### src/rtl/afifo_pkg.sv
// rtl/afifo_pkg.sv - shared pointer types, buffer states and Gray conversion helpers for the async FIFO
package afifo_pkg;

    localparam int AFIFO_ADDR_WIDTH = 6;
    localparam int AFIFO_PTR_WIDTH  = AFIFO_ADDR_WIDTH + 1;

    typedef logic [AFIFO_PTR_WIDTH-1:0] ptr_t;

    typedef enum logic [1:0] {
        BUF_EMPTY = 2'd0,
        BUF_ONE   = 2'd1,
        BUF_TWO   = 2'd2
    } buf_state_t;

    // Values are carried in 32-bit containers; bits at and above width are cleared first.
    function automatic logic [31:0] bin2gray(input logic [31:0] b, input int width);
        logic [31:0] v;
        v = b & ((32'd1 << width) - 32'd1);
        return (v >> 1) ^ v;
    endfunction

    function automatic logic [31:0] gray2bin(input logic [31:0] g, input int width);
        logic [31:0] v;
        logic [31:0] b;
        v = g & ((32'd1 << width) - 32'd1);
        b = v;
        for (int i = 30; i >= 0; i--) begin
            b[i] = b[i+1] ^ v[i];
        end
        return b;
    endfunction

endpackage

### src/rtl/rd_out_buf.sv
// rtl/rd_out_buf.sv - 2-entry head/skid output buffer for first-word-fall-through reads (AFIFO_FWFT_EN)
`ifdef AFIFO_FWFT_EN
module rd_out_buf
    import afifo_pkg::*;
#(
    parameter int DATA_WIDTH = 8
) (
    input  logic                  clk,
    input  logic                  rst_n,
    input  logic                  i_load,
    input  logic [DATA_WIDTH-1:0] i_ldata,
    input  logic                  i_ready,
    output logic                  o_valid,
    output logic [DATA_WIDTH-1:0] o_data,
    output logic [1:0]            o_occ
);

    buf_state_t            r_state;
    buf_state_t            w_next;
    logic [DATA_WIDTH-1:0] r_head;
    logic [DATA_WIDTH-1:0] r_skid;
    logic                  w_pop;

    assign w_pop = (r_state != BUF_EMPTY) & i_ready;

    always_ff @(posedge clk or negedge rst_n) begin
        if (!rst_n) begin
            r_state <= BUF_EMPTY;
        end else begin
            r_state <= w_next;
        end
    end

    always_comb begin
        w_next = r_state;
        case (r_state)
            BUF_EMPTY: if (i_load) w_next = BUF_ONE;
            BUF_ONE: begin
                if (w_pop & ~i_load) w_next = BUF_EMPTY;
                else if (~w_pop & i_load) w_next = BUF_TWO;
            end
            BUF_TWO:   if (w_pop & ~i_load) w_next = BUF_ONE;
            default:   w_next = BUF_EMPTY;
        endcase
    end

    always_comb begin
        o_valid = 1'b0;
        o_occ   = 2'd0;
        case (r_state)
            BUF_ONE: begin o_valid = 1'b1; o_occ = 2'd1; end
            BUF_TWO: begin o_valid = 1'b1; o_occ = 2'd2; end
            default: begin o_valid = 1'b0; o_occ = 2'd0; end
        endcase
    end

    assign o_data = r_head;

    // Head always holds the oldest word; the skid only fills while the head is stalled.
    always_ff @(posedge clk or negedge rst_n) begin
        if (!rst_n) begin
            r_head <= '0;
            r_skid <= '0;
        end else begin
            case (r_state)
                BUF_EMPTY: if (i_load) r_head <= i_ldata;
                BUF_ONE: begin
                    if (w_pop & i_load) r_head <= i_ldata;
                    else if (i_load)    r_skid <= i_ldata;
                end
                BUF_TWO: begin
                    if (w_pop) begin
                        r_head <= r_skid;
                        if (i_load) r_skid <= i_ldata;
                    end
                end
                default: ;
            endcase
        end
    end

endmodule
`endif

### src/rtl/fifo_read_ctrl.sv
// rtl/fifo_read_ctrl.sv - async FIFO read-domain pointer/flag controller; AFIFO_FWFT_EN selects first-word-fall-through
module fifo_read_ctrl
    import afifo_pkg::*;
#(
    parameter int ADDR_WIDTH = 6,
    parameter int DATA_WIDTH = 8,
    parameter int AE_THRESH  = 4
) (
    input  logic                  clk,
    input  logic                  rst_n,
    input  logic [ADDR_WIDTH:0]   rq2_wptr,
    output logic [ADDR_WIDTH:0]   rptr,
    output logic [ADDR_WIDTH-1:0] raddr,
    output logic                  ren,
    input  logic [DATA_WIDTH-1:0] rdata_mem,
    input  logic                  rd_ready,
    output logic                  rd_valid,
    output logic [DATA_WIDTH-1:0] rd_data,
    output logic                  empty,
    output logic                  almost_empty,
    output logic [ADDR_WIDTH:0]   rd_count
);

    localparam int               PTR_W    = ADDR_WIDTH + 1;
    localparam logic [PTR_W-1:0] AE_LIMIT = PTR_W'(AE_THRESH);

    logic [PTR_W-1:0]      r_rbin;
    logic [PTR_W-1:0]      r_rptr;
    logic [ADDR_WIDTH-1:0] r_raddr;
    logic                  r_empty;
    logic                  r_almost_empty;
    logic [PTR_W-1:0]      r_count;
    logic                  r_inflight;

    logic                  w_ren;
    logic [PTR_W-1:0]      w_rbin_next;
    logic [PTR_W-1:0]      w_rgray_next;
    logic [PTR_W-1:0]      w_wbin;
    logic [PTR_W-1:0]      w_count_next;

    assign w_rbin_next  = r_rbin + PTR_W'(w_ren);
    assign w_rgray_next = PTR_W'(bin2gray(32'(w_rbin_next), PTR_W));
    assign w_wbin       = PTR_W'(gray2bin(32'(rq2_wptr), PTR_W));
    // Modulo-2^PTR_W difference stays correct across pointer wrap.
    assign w_count_next = w_wbin - w_rbin_next;

    always_ff @(posedge clk or negedge rst_n) begin
        if (!rst_n) begin
            r_rbin         <= '0;
            r_rptr         <= '0;
            r_raddr        <= '0;
            r_empty        <= 1'b1;
            r_almost_empty <= 1'b1;
            r_count        <= '0;
            r_inflight     <= 1'b0;
        end else begin
            r_rbin         <= w_rbin_next;
            r_rptr         <= w_rgray_next;
            r_raddr        <= w_rbin_next[ADDR_WIDTH-1:0];
            r_empty        <= (w_rgray_next == rq2_wptr);
            r_almost_empty <= (w_count_next <= AE_LIMIT);
            r_count        <= w_count_next;
            r_inflight     <= w_ren;
        end
    end

`ifdef AFIFO_FWFT_EN
    logic                  w_buf_valid;
    logic [DATA_WIDTH-1:0] w_buf_data;
    logic [1:0]            w_occ;
    logic                  w_pop;
    logic [2:0]            w_level;

    rd_out_buf #(
        .DATA_WIDTH (DATA_WIDTH)
    ) u_rd_out_buf (
        .clk     (clk),
        .rst_n   (rst_n),
        .i_load  (r_inflight),
        .i_ldata (rdata_mem),
        .i_ready (rd_ready),
        .o_valid (w_buf_valid),
        .o_data  (w_buf_data),
        .o_occ   (w_occ)
    );

    // Fetch only while buffered plus in-flight words, net of this cycle's transfer, leave room.
    assign w_pop    = w_buf_valid & rd_ready;
    assign w_level  = {1'b0, w_occ} + {2'b0, r_inflight};
    assign w_ren    = ~r_empty & (w_level < (3'd2 + {2'b0, w_pop}));
    assign rd_valid = w_buf_valid;
    assign rd_data  = w_buf_data;
`else
    assign w_ren    = rd_ready & ~r_empty;
    assign rd_valid = r_inflight;
    assign rd_data  = r_inflight ? rdata_mem : '0;
`endif

    assign ren          = w_ren;
    assign rptr         = r_rptr;
    assign raddr        = r_raddr;
    assign empty        = r_empty;
    assign almost_empty = r_almost_empty;
    assign rd_count     = r_count;

endmodule

### config.mk
export PLATFORM = sky130hd
export DESIGN_NAME = fifo_read_ctrl
export DESIGN_NICKNAME = d
export VERILOG_FILES = /design/src/rtl/afifo_pkg.sv /design/src/rtl/rd_out_buf.sv /design/src/rtl/fifo_read_ctrl.sv
export SDC_FILE = /design/constraint.sdc
export NUM_CORES = 1
export LEC_CHECK = 0
export CORE_MARGIN = 10
export CORE_UTILIZATION = 47
export CTS_CLUSTER_SIZE = 16
export DETAILED_ROUTE_END_ITERATION = 6
export GPL_TIMING_DRIVEN = 0
export HOLD_SLACK_MARGIN = 0.12
export PLACE_DENSITY_LB_ADDON = 0.15
export SLEW_MARGIN = 40
export SYNTH_ARGS = -nofsm -noshare
export SYNTH_HDL_FRONTEND = slang
export SYNTH_SLANG_ARGS = --single-unit
export TNS_END_PERCENT = 100
### constraint.sdc
create_clock -name clk -period 5.3 [get_ports clk]
set_input_delay 1.59 -clock clk [delete_from_list [all_inputs] [get_ports clk]]
set_output_delay 1.59 -clock clk [all_outputs]
set_load 0.03 [all_outputs]
**After elaboration in Yosys (flattened, before gate mapping)**

Index checks and enable logic that the tools add are counted.
Widths: inputs -> output; s select.

- Bits in latches: 0
- Bits of input ports: 18
- Memories kept: 0
- Logic and storage cells: 21
- Memory bits (writable): 0
- Bits in read-only memories: 0
- Output and inout bits: 32
- Register bits: 30

- Div/mod/pow operators: 0
- Equality and inequality tests: 1
- Add/subtract/negate cells: 2
- Multipliers: 0
- Shifts and indexed selects: 0
- Order comparisons: 1
- Muxes and demuxes: 1
- Reductions and logical operators: 0
- Bitwise gates (word level): 9

Operators by type and width:

| kind | count |
|---|---|
| $mux 8 | 1 |
| $add 7x1->7 | 1 |
| $eq 7x7->1 | 1 |
| $le 7x3->1 const B | 1 |
| $sub 7x7->7 | 1 |
| $xor 6x7->7 | 1 |
| $xor 1x1->1 | 6 |
| $and 1x1->1 | 1 |
| $not 1->1 | 1 |

**Longest topological paths before layout**

Gate-level depths: netlist (run 1).

- Depth in word-level cells: 8
- Depth in mapped cells: 14
- Gate-level depth less buffers: 14

**Least setup slack after synthesis (run 1)**

No wires, ideal clock.

- Path type: input to register
- Start: in rd_ready
- End: reg r_almost_empty (netlist: almost_empty)
- Data required time: 5205 ps
- Slack: 890 ps
- Arrival: 4314 ps
- Path buffers: 1
- Stages: 12
- Setup time: 95 ps
- Cells stage by stage: nor2b_1 -> ha_1 -> ha_1 -> buf_4 -> xor2_2 -> inv_1 -> ha_1 -> o21a_1 -> o21ai_0 -> or4b_1 -> o311ai_0 -> nor4bb_1

- Longest elaborated chain between the ends: 4

Ends and longest elaborated chain:

| what | line | source |
|---|---|---|
| start, declared | fifo_read_ctrl.sv:16 | `input logic rd_ready,` |
| $and 1x1->1 | fifo_read_ctrl.sv:94 | `assign w_ren = rd_ready & ~r_empty;` |
| $add 7x1->7 | fifo_read_ctrl.sv:41 | `assign w_rbin_next = r_rbin + PTR_W'(w_ren);` |
| named net w_rbin_next[2] | fifo_read_ctrl.sv:36 | `logic [PTR_W-1:0] w_rbin_next;` |
| $sub 7x7->7 | fifo_read_ctrl.sv:45 | `assign w_count_next = w_wbin - w_rbin_next;` |
| named net w_count_next[5] | fifo_read_ctrl.sv:39 | `logic [PTR_W-1:0] w_count_next;` |
| $le 7x3->1 | fifo_read_ctrl.sv:61 | `r_almost_empty <= (w_count_next <= AE_LIMIT);` |
| end signal, assigned | fifo_read_ctrl.sv:61 |  |
| end, declared | fifo_read_ctrl.sv:31 | `logic r_almost_empty;` |

The timed path passes the listed nets, and every way through them passes these cells.

**Worst setup path after layout (run 1)**

- Start: in rq2_wptr[5]
- End: reg r_almost_empty (netlist: almost_empty)

- Longest elaborated chain between the ends: 8

Ends and longest elaborated chain:

| what | line | source |
|---|---|---|
| start, declared | fifo_read_ctrl.sv:11 | `input logic [ADDR_WIDTH:0] rq2_wptr,` |
| $xor 1x1->1 * | afifo_pkg.sv:28 | `b[i] = b[i+1] ^ v[i];` |
| $xor 1x1->1 (5 in a row) | afifo_pkg.sv:28 |  |
| $sub 7x7->7 * | fifo_read_ctrl.sv:45 |  |
| named net w_count_next[6] | fifo_read_ctrl.sv:39 |  |
| $le 7x3->1 * | fifo_read_ctrl.sv:61 |  |

Mark *: on every way through the listed nets, which the timed path passes. The rest lies on a longest branch.

==> metrics.yaml, run 1 <==
outcome: "finished clean"
async_flop_share_pct: 100
dpl_cell_area_um2: 1900
p_per_area_nw_per_um2: 675
gp_congestion: 0.814
netlist_area_um2: 1380
grt_antenna_before_repair: 0
synthTopCellsByArea: "dfrtp_1 (38%), xnor2_1 (9.5%), ha_1 (7.3%)"
setup_violations: 0
wirelength_um: 3260
synth.largest_area_cell: "dfrtp_1"
synth_top_area_share_pct: 38.1
leakage_nw: 0.859
layout.cells.most_common_list: "clkdlybuf4s50_1 (48), dfrtp_1 (21), xnor2_1 (15)"
cts_resized: 0
io_buffers: 49
synth_edf_count: 0
fillers: 233
fin_nets: 209
cpMaxStageDelayCell: "clkdlybuf4s50_1"
fin_area_um2: 1930
rows: 19
grt_pass1_vias: 1127
clkTransAtPathRegs_ns: 0.12
numCtsBuffers: 3
r2r_setup_slack_ns: 2.21
worst-path-max-fanout: 3
finalCritPeriodShare_pct: 88.0
seqPwrFrac_pct: 23.6
setup_tns_ns: 0
rsz0062_at_grt: "no"
worst_ep_arrival_time_ns: 4.89
ir_drop_v: 0.000467
swShare_pct: 46.7
drv_slew: 0
intPower_mw: 0.694
combPwrFrac_pct: 70.2
htree_levels: 1
ys.flop_type: "dfrtp_1"
p_clk_share_pct: 6.2
die-width_um: 74.2
grt_max_degree: 24
crit_type: "input port to register"
via_count: 1060
seq_area_frac_synth_pct: 41.9
ys_seq_elements: 23
cts_root_buf: "clkbuf_4"
antenna_cells: 0
synthesis.nets: 155
fin_crit_ns: 4.66
ant_nets: 0
cts.sinks: 23
coreArea_um2: 2780
grt_pass1_wl_um: 5290
crit_path_cell_trace: "clkdlybuf4s50_1 -> xor2_2 -> xor2_2 -> xnor2_2 -> xor2_2 -> xor2_2 -> xor2_1 -> ha_1 -> fa_1 -> nor2b_1 -> o21ai_0 -> nand2b_1 -> a31oi_1 -> xnor2_1 -> nor4bb_1"
synthCells: 128
fmax_ghz: 0.214
relSlewSlack_pct: 66.5
insertion_delay_ns: 0.31
p_switching_mw: 0.609
holdCritPathClass: "register to register"
final_common_cell: "clkdlybuf4s50_1"
hold_viol: 0
io_pins: 50
cts_tree: "built"
multiInputGateArea_um2: 739
worstMarginPinSlew_ns: 0.503
initial_core_util_pct: 49.6
endpoint_kind: "register"
cap_viol_max_count: 0
drtIter0Drc: 24
skew_ns: 0.00492
drt-vias-per-instance: 5.00
grt_usage_pct: 12.3
clockBufferDepth: 2
dr.pass1.iters: 4
dpl.hpwl_um: 2760
ff_latch_area_um2: 578
post_cts_buffers: 0
drive_gt1_share_pct: 8.29
cpPeakStageDelay_ns: 0.53
worstPathRequired_ns: 5.53
gr-total-overflow: 0
crit_top_cell: "xor2_2"
die_h_um: 74.2
area_growth_syn_to_layout_pct: 39.9
drc_errors: 0
postCtsHoldBufs: 0
stdcell_count: 212
wire_per_inst_um: 15.4
dp.cells: 208
synth.distinct_cells: 32
syn_area_per_cell_um2: 10.8
critPathLaunchType: "input port"
yosys_warnings: 0
die_area_um2: 5500
-- flip-flops by register name, indices dropped and copies added, names as in the netlist --
| register | cells |
|---|---|
| almost_empty | 1 |
| empty | 1 |
| r_rbin | 7 |
| rd_count | 7 |
| rd_valid | 1 |
| rptr | 6 |
-- Yosys cell counts, types with 3 or more instances --
cell     instances
xnor2_1         15
inv_1           12
nor2b_1          4
a21oi_1          4
xor2_1          10
nand3_1          4
nand2_1          4
and2_1           8
nor2_1           4
xor2_2           5
ha_1             8
o21ai_0          3
dfrtp_1         21
a31oi_1          3
-- per-layer routing --
layer | track usage, % | vias up | share of wire [%]
met3 | 4.92 | 6 | 12
met5 | 0 | - | 0
li1 | - | 523 | -
met1 | 12.4 | 490 | 36
met4 | 6.21 | 0 | 2.1
met2 | 21.4 | 41 | 50
-- critical path, delay by kind of cell --
kind | cells | cell delay [ns]
compound gates | 2 | 0.19
simple gates | 3 | 0.56
buf+inv | 1 | 0.53
xor+xnor | 7 | 1.36
fa+ha+maj | 2 | 0.65
-- power by group through the flow --
stage                     registers (mW)  clock network [mW]  logic (mW)
after detailed placement           0.313                   0       0.923
after floorplan                    0.464                   0       0.477
final                              0.307              0.0814       0.914
after global placement             0.307                   0       0.897
after global routing               0.317              0.0921        1.00
after CTS                          0.309              0.0853       0.927
-- area by class of cell --
| type | instances | area share (%) |
|---|---|---|
| sequential | 23 | 29.9 |
| tap | 31 | 2.01 |
| multi-input combinational | 90 | 38.3 |
| inverter | 12 | 2.33 |
| timing repair buffer | 49 | 25.1 |
| buffer | 3 | 0.907 |
| clock buffer | 4 | 1.36 |
-- path summary, 6_finish.rpt --
path / cells past startpoint / endpoint / start
worst max-delay path: 15 / almost_empty / rq2_wptr[5]
worst min-delay path: 1 / r_rbin[6] / r_rbin[6]
worst max register to register: 12 / almost_empty / empty
worst min register to register: 1 / r_rbin[6] / r_rbin[6]
max in group asynchronous: 1 / empty / rst_n
min in group asynchronous: 1 / rd_count[2] / rst_n
-- through the flow --
step / setup WS (ns) / hold slack (ns) / power (mW) / utilization [%]
floorplan: 0.890 / 0.725 / 0.942 / -
global placement: 0.399 / 0.534 / 1.20 / 68.6
detailed placement: 0.241 / 0.536 / 1.24 / 68.5
CTS: 0.584 / 0.555 / 1.32 / 69.4
global route: 0.320 / 0.570 / 1.41 / 69.4
finish: 0.637 / 0.555 / 1.30 / 69.4
-- logic make-up after synthesis --
family	synth area share, %
compound gates	7.80
buf+inv	4.53
fa+ha+maj	8.70
flops	41.9
simple gates	14.1
xor+xnor	22.9
Note: power is estimated with default switching activity, not from simulation.
==> run 2: changes to the inputs <==
--- a/config.mk
+++ b/config.mk
@@ -5,6 +5,7 @@
 export SDC_FILE = /design/constraint.sdc
 export NUM_CORES = 1
 export LEC_CHECK = 0
+export ABC_CLOCK_PERIOD_IN_PS = 5300
 export CORE_MARGIN = 10
 export CORE_UTILIZATION = 47
 export CTS_CLUSTER_SIZE = 16
==> results of run 2 <==
No change in the layout: final DEF, timing and power equal those of run 1.
